--- src/rtl/arbitro_rr_4_if.sv ---
// Request/grant bundle between four requesters and the round-robin arbiter.
interface arbitro_rr_4_if;
  logic R0, R1, R2, R3;
  logic G0, G1, G2, G3;
  logic idx1, idx0;
  logic busy;

  modport master (
    output R0, R1, R2, R3,
    input  G0, G1, G2, G3, idx1, idx0, busy
  );

  modport slave (
    input  R0, R1, R2, R3,
    output G0, G1, G2, G3, idx1, idx0, busy
  );
endinterface

--- src/rtl/arbitro_rr_4.sv ---
// Four-way round-robin arbiter with a hold limit; one-hot grant decoded from a registered owner index.
// state | meaning
// IDLE  | no owner, all grants low, idx keeps the previous owner
// GRANT | owner idx holds the resource, hold counts its extra cycles
module arbitro_rr_4 #(
  parameter int unsigned MAX_HOLD = 8
) (
  input  logic           clk,
  input  logic           rst_n,
  arbitro_rr_4_if.slave  bus
);
  typedef enum logic {IDLE, GRANT} state_t;

  localparam logic [7:0] HOLD_LAST = 8'(MAX_HOLD - 1);

  state_t     state, state_n;
  logic [1:0] idx, idx_n;
  logic [1:0] last, last_n;
  logic [7:0] hold, hold_n;

  logic [3:0] req;
  logic [1:0] win;
  logic [1:0] cand;
  logic       found;
  logic       own;
  logic       others;

  assign req    = {bus.R3, bus.R2, bus.R1, bus.R0};
  assign own    = req[idx];
  assign others = |(req & ~(4'b0001 << idx));

  // The owner sits at offset 4 from itself, so it is always examined last.
  always_comb begin
    win   = last;
    cand  = '0;
    found = 1'b0;
    for (int i = 1; i <= 4; i++) begin
      cand = last + 2'(i);
      if (!found && req[cand]) begin
        win   = cand;
        found = 1'b1;
      end
    end
  end

  always_comb begin
    state_n = state;
    idx_n   = idx;
    last_n  = last;
    hold_n  = hold;
    case (state)
      IDLE: begin
        if (|req) begin
          state_n = GRANT;
          idx_n   = win;
          last_n  = win;
          hold_n  = '0;
        end
      end
      GRANT: begin
        if (!own) begin
          if (others) begin
            idx_n  = win;
            last_n = win;
            hold_n = '0;
          end else begin
            state_n = IDLE;
          end
        end else if (others && hold == HOLD_LAST) begin
          idx_n  = win;
          last_n = win;
          hold_n = '0;
        end else if (!others) begin
          // Parked at the limit so a late contender preempts on the very next edge.
          hold_n = (hold >= HOLD_LAST) ? HOLD_LAST : hold + 8'd1;
        end else begin
          hold_n = (hold == 8'hFF) ? hold : hold + 8'd1;
        end
      end
      default: state_n = IDLE;
    endcase
  end

  always_ff @(posedge clk or negedge rst_n) begin
    if (!rst_n) begin
      state <= IDLE;
      idx   <= 2'd0;
      last  <= 2'd3;
      hold  <= 8'd0;
    end else begin
      state <= state_n;
      idx   <= idx_n;
      last  <= last_n;
      hold  <= hold_n;
    end
  end

  assign bus.G0   = (state == GRANT) && (idx == 2'd0);
  assign bus.G1   = (state == GRANT) && (idx == 2'd1);
  assign bus.G2   = (state == GRANT) && (idx == 2'd2);
  assign bus.G3   = (state == GRANT) && (idx == 2'd3);
  assign bus.idx1 = idx[1];
  assign bus.idx0 = idx[0];
  assign bus.busy = (state == GRANT);
endmodule

--- src/flat_wrapper.sv ---
// flat-port wrapper written by rule: the top's interface ports become plain ports
module arbitro_rr_4_flat 
#(
  parameter int unsigned MAX_HOLD = 8
)
  (clk, rst_n, bus_R0, bus_R1, bus_R2, bus_R3, bus_G0, bus_G1, bus_G2, bus_G3, bus_idx1, bus_idx0, bus_busy);
  arbitro_rr_4_if bus_i ();
  input  logic clk;
  input  logic rst_n;
  input wire logic [$bits(bus_i.R0)-1:0] bus_R0;
  input wire logic [$bits(bus_i.R1)-1:0] bus_R1;
  input wire logic [$bits(bus_i.R2)-1:0] bus_R2;
  input wire logic [$bits(bus_i.R3)-1:0] bus_R3;
  output wire logic [$bits(bus_i.G0)-1:0] bus_G0;
  output wire logic [$bits(bus_i.G1)-1:0] bus_G1;
  output wire logic [$bits(bus_i.G2)-1:0] bus_G2;
  output wire logic [$bits(bus_i.G3)-1:0] bus_G3;
  output wire logic [$bits(bus_i.idx1)-1:0] bus_idx1;
  output wire logic [$bits(bus_i.idx0)-1:0] bus_idx0;
  output wire logic [$bits(bus_i.busy)-1:0] bus_busy;
  assign bus_i.R0 = bus_R0;
  assign bus_i.R1 = bus_R1;
  assign bus_i.R2 = bus_R2;
  assign bus_i.R3 = bus_R3;
  assign bus_G0 = bus_i.G0;
  assign bus_G1 = bus_i.G1;
  assign bus_G2 = bus_i.G2;
  assign bus_G3 = bus_i.G3;
  assign bus_idx1 = bus_i.idx1;
  assign bus_idx0 = bus_i.idx0;
  assign bus_busy = bus_i.busy;
  arbitro_rr_4 #(.MAX_HOLD(MAX_HOLD)) u_core (.clk(clk), .rst_n(rst_n), .bus(bus_i));
endmodule
--- config.mk ---
export PLATFORM = sky130hd
export DESIGN_NAME = arbitro_rr_4_flat
export DESIGN_NICKNAME = d
export VERILOG_FILES = /design/src/rtl/arbitro_rr_4_if.sv /design/src/rtl/arbitro_rr_4.sv /design/src/flat_wrapper.sv
export SDC_FILE = /design/constraint.sdc
export NUM_CORES = 1
export LEC_CHECK = 0
export ABC_AREA = 1
export ABC_CLOCK_PERIOD_IN_PS = 2000
export CAP_MARGIN = 15
export CORE_ASPECT_RATIO = 1.4
export CORE_MARGIN = 2
export CORE_UTILIZATION = 30
export CTS_BUF_LIST = sky130_fd_sc_hd__clkbuf_16
export DETAILED_ROUTE_END_ITERATION = 16
export PLACE_DENSITY_LB_ADDON = 0.12
export SLEW_MARGIN = 5
export SYNTH_ARGS = -nofsm -noshare
export SYNTH_HDL_FRONTEND = slang
export SYNTH_SLANG_ARGS = --single-unit
--- constraint.sdc ---
create_clock -name clk -period 2 [get_ports clk]
set_clock_uncertainty 0.1 [all_clocks]
set_input_delay 0.3 -clock clk [delete_from_list [all_inputs] [get_ports clk]]
set_output_delay 0.3 -clock clk [all_outputs]
set_load 0.03 [all_outputs]
Word level (Yosys, flattened, before mapping) --
Cells that the tools add are included.
Word-level totals: register bits after elaboration 13, output and inout bits 7, word-level logic and storage cells 77
Operators by class: $add $sub $neg 4, magnitude comparators 6, equality and inequality tests 9, shift-type cells 1, muxes and demuxes 34, bitwise operators 3, reductions and logical operators 16
Operators by type and width (count):
- 2-to-1 mux 8 bit | 7
- 2-to-1 mux 2 bit | 8
- case mux 8 bit (2 select lines) | 1
- less-than comparator 2 x 3 -> 1 bit (second input constant) | 5
- 2-to-1 mux 1 bit | 11
- binary-select mux 1 bit (select 2 bit) | 5
- adder 8 x 1 -> 8 bit (second input constant) | 1
- == test 8 x 3 -> 1 bit (second input constant) | 1
- == test 8 bit (second input constant) | 1
- greater-or-equal comparator 8 x 3 -> 1 bit (second input constant) | 1
- logical AND 1 bit | 8
- OR reduction 4 bit | 2
- inequality test 3 bit (second input constant) | 2
- AND reduction 3 bit | 2
- inequality test 5 bit (second input constant) | 1
- adder 2 bit (second input constant) | 2
- bitwise AND 4 bit | 1
- == test 2 bit (second input constant) | 2
- NOT 4 bit | 1
- case mux 2 bit (2 select lines) | 1
- << shifter 1 x 2 -> 4 bit (first input constant) | 1
- zero test 1 bit | 3
- adder 2 x 1 -> 2 bit (second input constant) | 1
- == test 2 x 1 -> 1 bit (second input constant) | 1
- other kinds (4) | 4

Depth between registers and ports, before layout --
depth after elaboration 16, depth in mapped cells 13, depth with buffers taken out 13

Worst setup path before layout --
Ideal clock, no wire load.
path type register to output, from reg u_core.state, in the netlist u_core.bus.busy, to out bus_G0, arrival time 1386 ps, setup slack 214 ps, stages on the path, launching flop included 3, path through dfrtp_1 inv_1 nor3_1
Between the ends: word-level cells in the longest chain between the ends 1
RTL lines:
- from (decl) | line arbitro_rr_4.sv:16 | state_t state, state_n;
- from (signal assigned) | line arbitro_rr_4.sv:91 | state <= state_n;
- logical AND 1 bit | line arbitro_rr_4.sv:98 | assign bus.G0 = (state == GRANT) && (idx == 2'd0);
- to (decl) | line flat_wrapper.sv:14 | output wire logic [$bits(bus_i.G0)-1:0] bus_G0;
Every way passes these cells.

Final worst setup path --
from reg u_core.idx[1], to out bus_idx1
RTL lines:
- from (decl) | line arbitro_rr_4.sv:17 | logic [1:0] idx, idx_n;
- from (signal assigned) | line arbitro_rr_4.sv:92 | idx <= idx_n;
- to (decl) | line flat_wrapper.sv:18 | output wire logic [$bits(bus_i.idx1)-1:0] bus_idx1;
No word-level cell between the ends.

==> metrics.md <==
| Metric | Value |
|---|---|
| Critical Path Max Stage Delay | 0.66 ns |
| Critical path capture point type | output port |
| Row cnt | 26 |
| DR WL met2 | 1430 µm |
| DRT iter0 DRCs | 30 |
| Post-synth EDFFs | 0 |
| Worst reg2reg endpoint | u_core.hold[7] |
| Synth unique cells | 22 |
| Hold slack | about 0.33 ns |
| DR vias/cell | 4.68 |
| CTS buffer count | 3 |
| Highest Clock Rate | 522 MHz |
| First-pass GRT wire length | about 4900 µm |
| Leading cell type in the layout, fill and taps excluded | nand2_1 |
| TritonCTS clock tree | built |
| CTS root buffer | clkbuf_16 |
| P_int | 1050 µW |
| Yosys top cell by area | nand2_1 |
| Vias in the first global route | approximately 1100 |
| Routability cong. | 0.839 |
| Syn Std Cell Area | 1160 µm² |
| Setup violators final | 0 |
| Synth Flop Type | dfrtp_1 |
| Clk buf depth | 2 |
| Largest net degree at the start of global routing | 14 |
| CP bufs+invs | 2 |
| Sequential share of power | 0.226 |
| Routed vias | 1157 |
| Synthesis-to-finish area growth | 22.0% |
| Total global routing overflow | 0 |
| # IOs | 13 |
| Die H | 77.6 µm |
| FF+latch count, synth | 13 |
| Post-cts hold buffer count | 0 |
| RSZ-0062 raised after global routing | false |
| Mapped Nets | 194 |
| Residual DRC | 0 |
| Top-area cell type share of the netlist area | 0.246 |
| Max Cap Viol | 0 |
| Leakage dissipation | 0.000784 µW |
| Crit path arrival time | 1.52 ns |
| Slew Viols, Final | 0 |
| Layout cells sized above 1 | 0.171 |
| Fillers | 391 |
| Antenna Nets Post-Route | 0 |
| Initial antenna violation count | 0 |
| Dominant cells by area after synthesis | nand2_1 (25%), dfrtp_1 (24%), nand3_1 (7.3%) |
| Switch share | 0.502 |
| Depth of the CTS H-tree | 1 |
| Diodes inserted | 0 |
| Seq/Total Area, Yosys | 0.283 |
| Hold Path Class | input pin to async pin |
| Critical path capture point | bus_idx1 |
| Logic pwr share | 0.593 |
| Slowest cell on crit path | clkdlybuf4s50_1 |
| Fin Setup TNS | 0 ns |
| Pwr Density | 1490 nW/µm² |
| Initial Util | 0.316 |
| Maximum vdd drop | between 800 and 900 µV |
| Headroom to the max-slew limit | 0.611 |
| DP HPWL | 2250 µm |
| Crit path time final | around 1.9 ns |
| Die ar. | 4390 µm² |
| Clk network pwr share | 0.181 |
| Number of port buffers | 12 |
| Layout net count | 213 |
| CP Launch Type | flip-flop |
| Synth Warn # | 0 |
| WP depth | 2 |
| Core area | 3680 µm² |
| Routed wire length | 2790 µm |
| Delay-heaviest family, CP | buffers and inverters |
| CP Class | flip-flop to output port |
| Die W | 56.6 µm |
| Clock sink total | 13 |
| R2R Setup Slk | 0.21 ns |
| Routed wl met3 | 92 µm |
| WL per Instance | 11.3 µm |
| Clock transition at the registers of the reported paths | 0.05 ns |
| Status | completed |
| Syn Area/Cell | ~6.2 µm² |
| Leading cell types in the layout, fill and taps excluded | nand2_1 (76), inv_1 (19), nand3_1 (17) |
| Reg2reg path depth | 10 |
| Final Hold Vio Count | 0 |
| Max layer used | met4 |
| CP required | 1.60 ns |
| Synthesized instance count | 187 |
| Critical path cell sequence | buf_4, clkdlybuf4s50_1 |
| Metal-1 WL | 1220 µm |
| Worst-path fanout max | 10 |
| Worst-margin pin slew | 0.581 ns |
| NetSw | 1050 µW |
| Post-synthesis async set-or-reset flop share | 1.00 |
| Skew-Pair Late Insertion Delay | 0.24 ns |
| GRT Overall Usage | 0.138 |
| Reg2Reg Launch Point | u_core.hold[0] |
| Tcrit/Tclk final | 0.959 |
| CP startpoint | u_core.idx[1] |
| Pre-antenna DRT Iters | 4 |
-- repair_timing --
action                                  CTS  global route
resized for setup                         6             0
setup buffers                             0             0
endpoints found under the setup margin    6             0
-- cell families (layout without fill, tap and decap cells) --
logic type,after synthesis,after routing,share of synthesized area
flops,13,13,0.283
compound gates,12,12,0.0712
buf+inv,25,43,0.0971
xor+xnor,3,3,0.0227
simple gates,133,133,0.516
fa+ha+maj,1,1,0.0108
-- synthesized netlist by cell type (3+ instances only) --
master and instances:
dfrtp_1 11, nand2_2 10, nand2_1 76, nand3_1 17
nor2_1 16, inv_1 19, nand2_4 3, o21ai_1 3
xor2_1 3, nand4_1 6, o21ai_2 3, inv_2 3
a21oi_1 3
-- routing by layer --
metal	vias up	track usage
li1	623	-
met4	0	0.0548
met3	7	0.0217
met2	21	0.245
met5	-	0
met1	506	0.163
-- worst register-to-register path, cell delays in order (launching register included) --
cell and delay (ns):
dfrtp_1 0.37, ha_1 0.19, nand2_2 0.07, inv_2 0.08, nand2_2 0.07, nor2_1 0.16, nand2_1 0.13, o21ai_4 0.24
nand2_4 0.12, nand2_1 0.09, o21ai_2 0.05
-- worst min path at each step --
stage	start	end	slack, ns	depth (start not counted)
global route	rst_n	u_core.idx[0]	0.40	1
detailed placement	u_core.last[1]	u_core.last[1]	0.41	2
finish	rst_n	u_core.hold[0]	0.33	1
CTS	rst_n	u_core.hold[0]	0.35	1
floorplan	rst_n	u_core.bus.busy	-0.1	0
global placement	u_core.last[1]	u_core.last[1]	0.42	2
-- cell type report --
cell class | instances | area, µm² | area share
timing repair buffer | 17 | 151 | 0.107
clock buffer | 3 | 75.1 | 0.0531
multi-input combinational | 149 | 719 | 0.508
inverter | 22 | 82.6 | 0.0584
tap | 42 | 52.6 | 0.0371
sequential | 13 | 329 | 0.233
clock inverter | 1 | 5.00 | 0.00354
-- flip-flops by register name, summed over array words and instances (netlist names) --
register and flops:
u_core.hold 8, u_core.bus.busy 1, u_core.last 2, u_core.idx 2
-- power by group through the flow --
stage               registers (µW)  clock network (µW)  logic (µW)
floorplan                      455                   0         986
global placement               480                   0        1280
detailed placement             477                   0        1290
CTS                            474                 391        1260
global route                   490                 402        1410
finish                         476                 381        1250
-- per-stage QoR --
stage	power, µW	instance area (µm²)	util	instances	worst slack [ns]
6_report	2100	1420	0.385	247	0.0826
5_1_grt	2300	1420	0.385	247	0.0344
4_1_cts	2130	1420	0.385	247	0.0770
3_5_place_dp	1770	1340	0.365	243	0.0190
3_3_place_gp	1760	1340	0.365	243	0.0353
2_1_floorplan	1440	1160	-	187	0.214
Power figures use the tool's default switching activity.
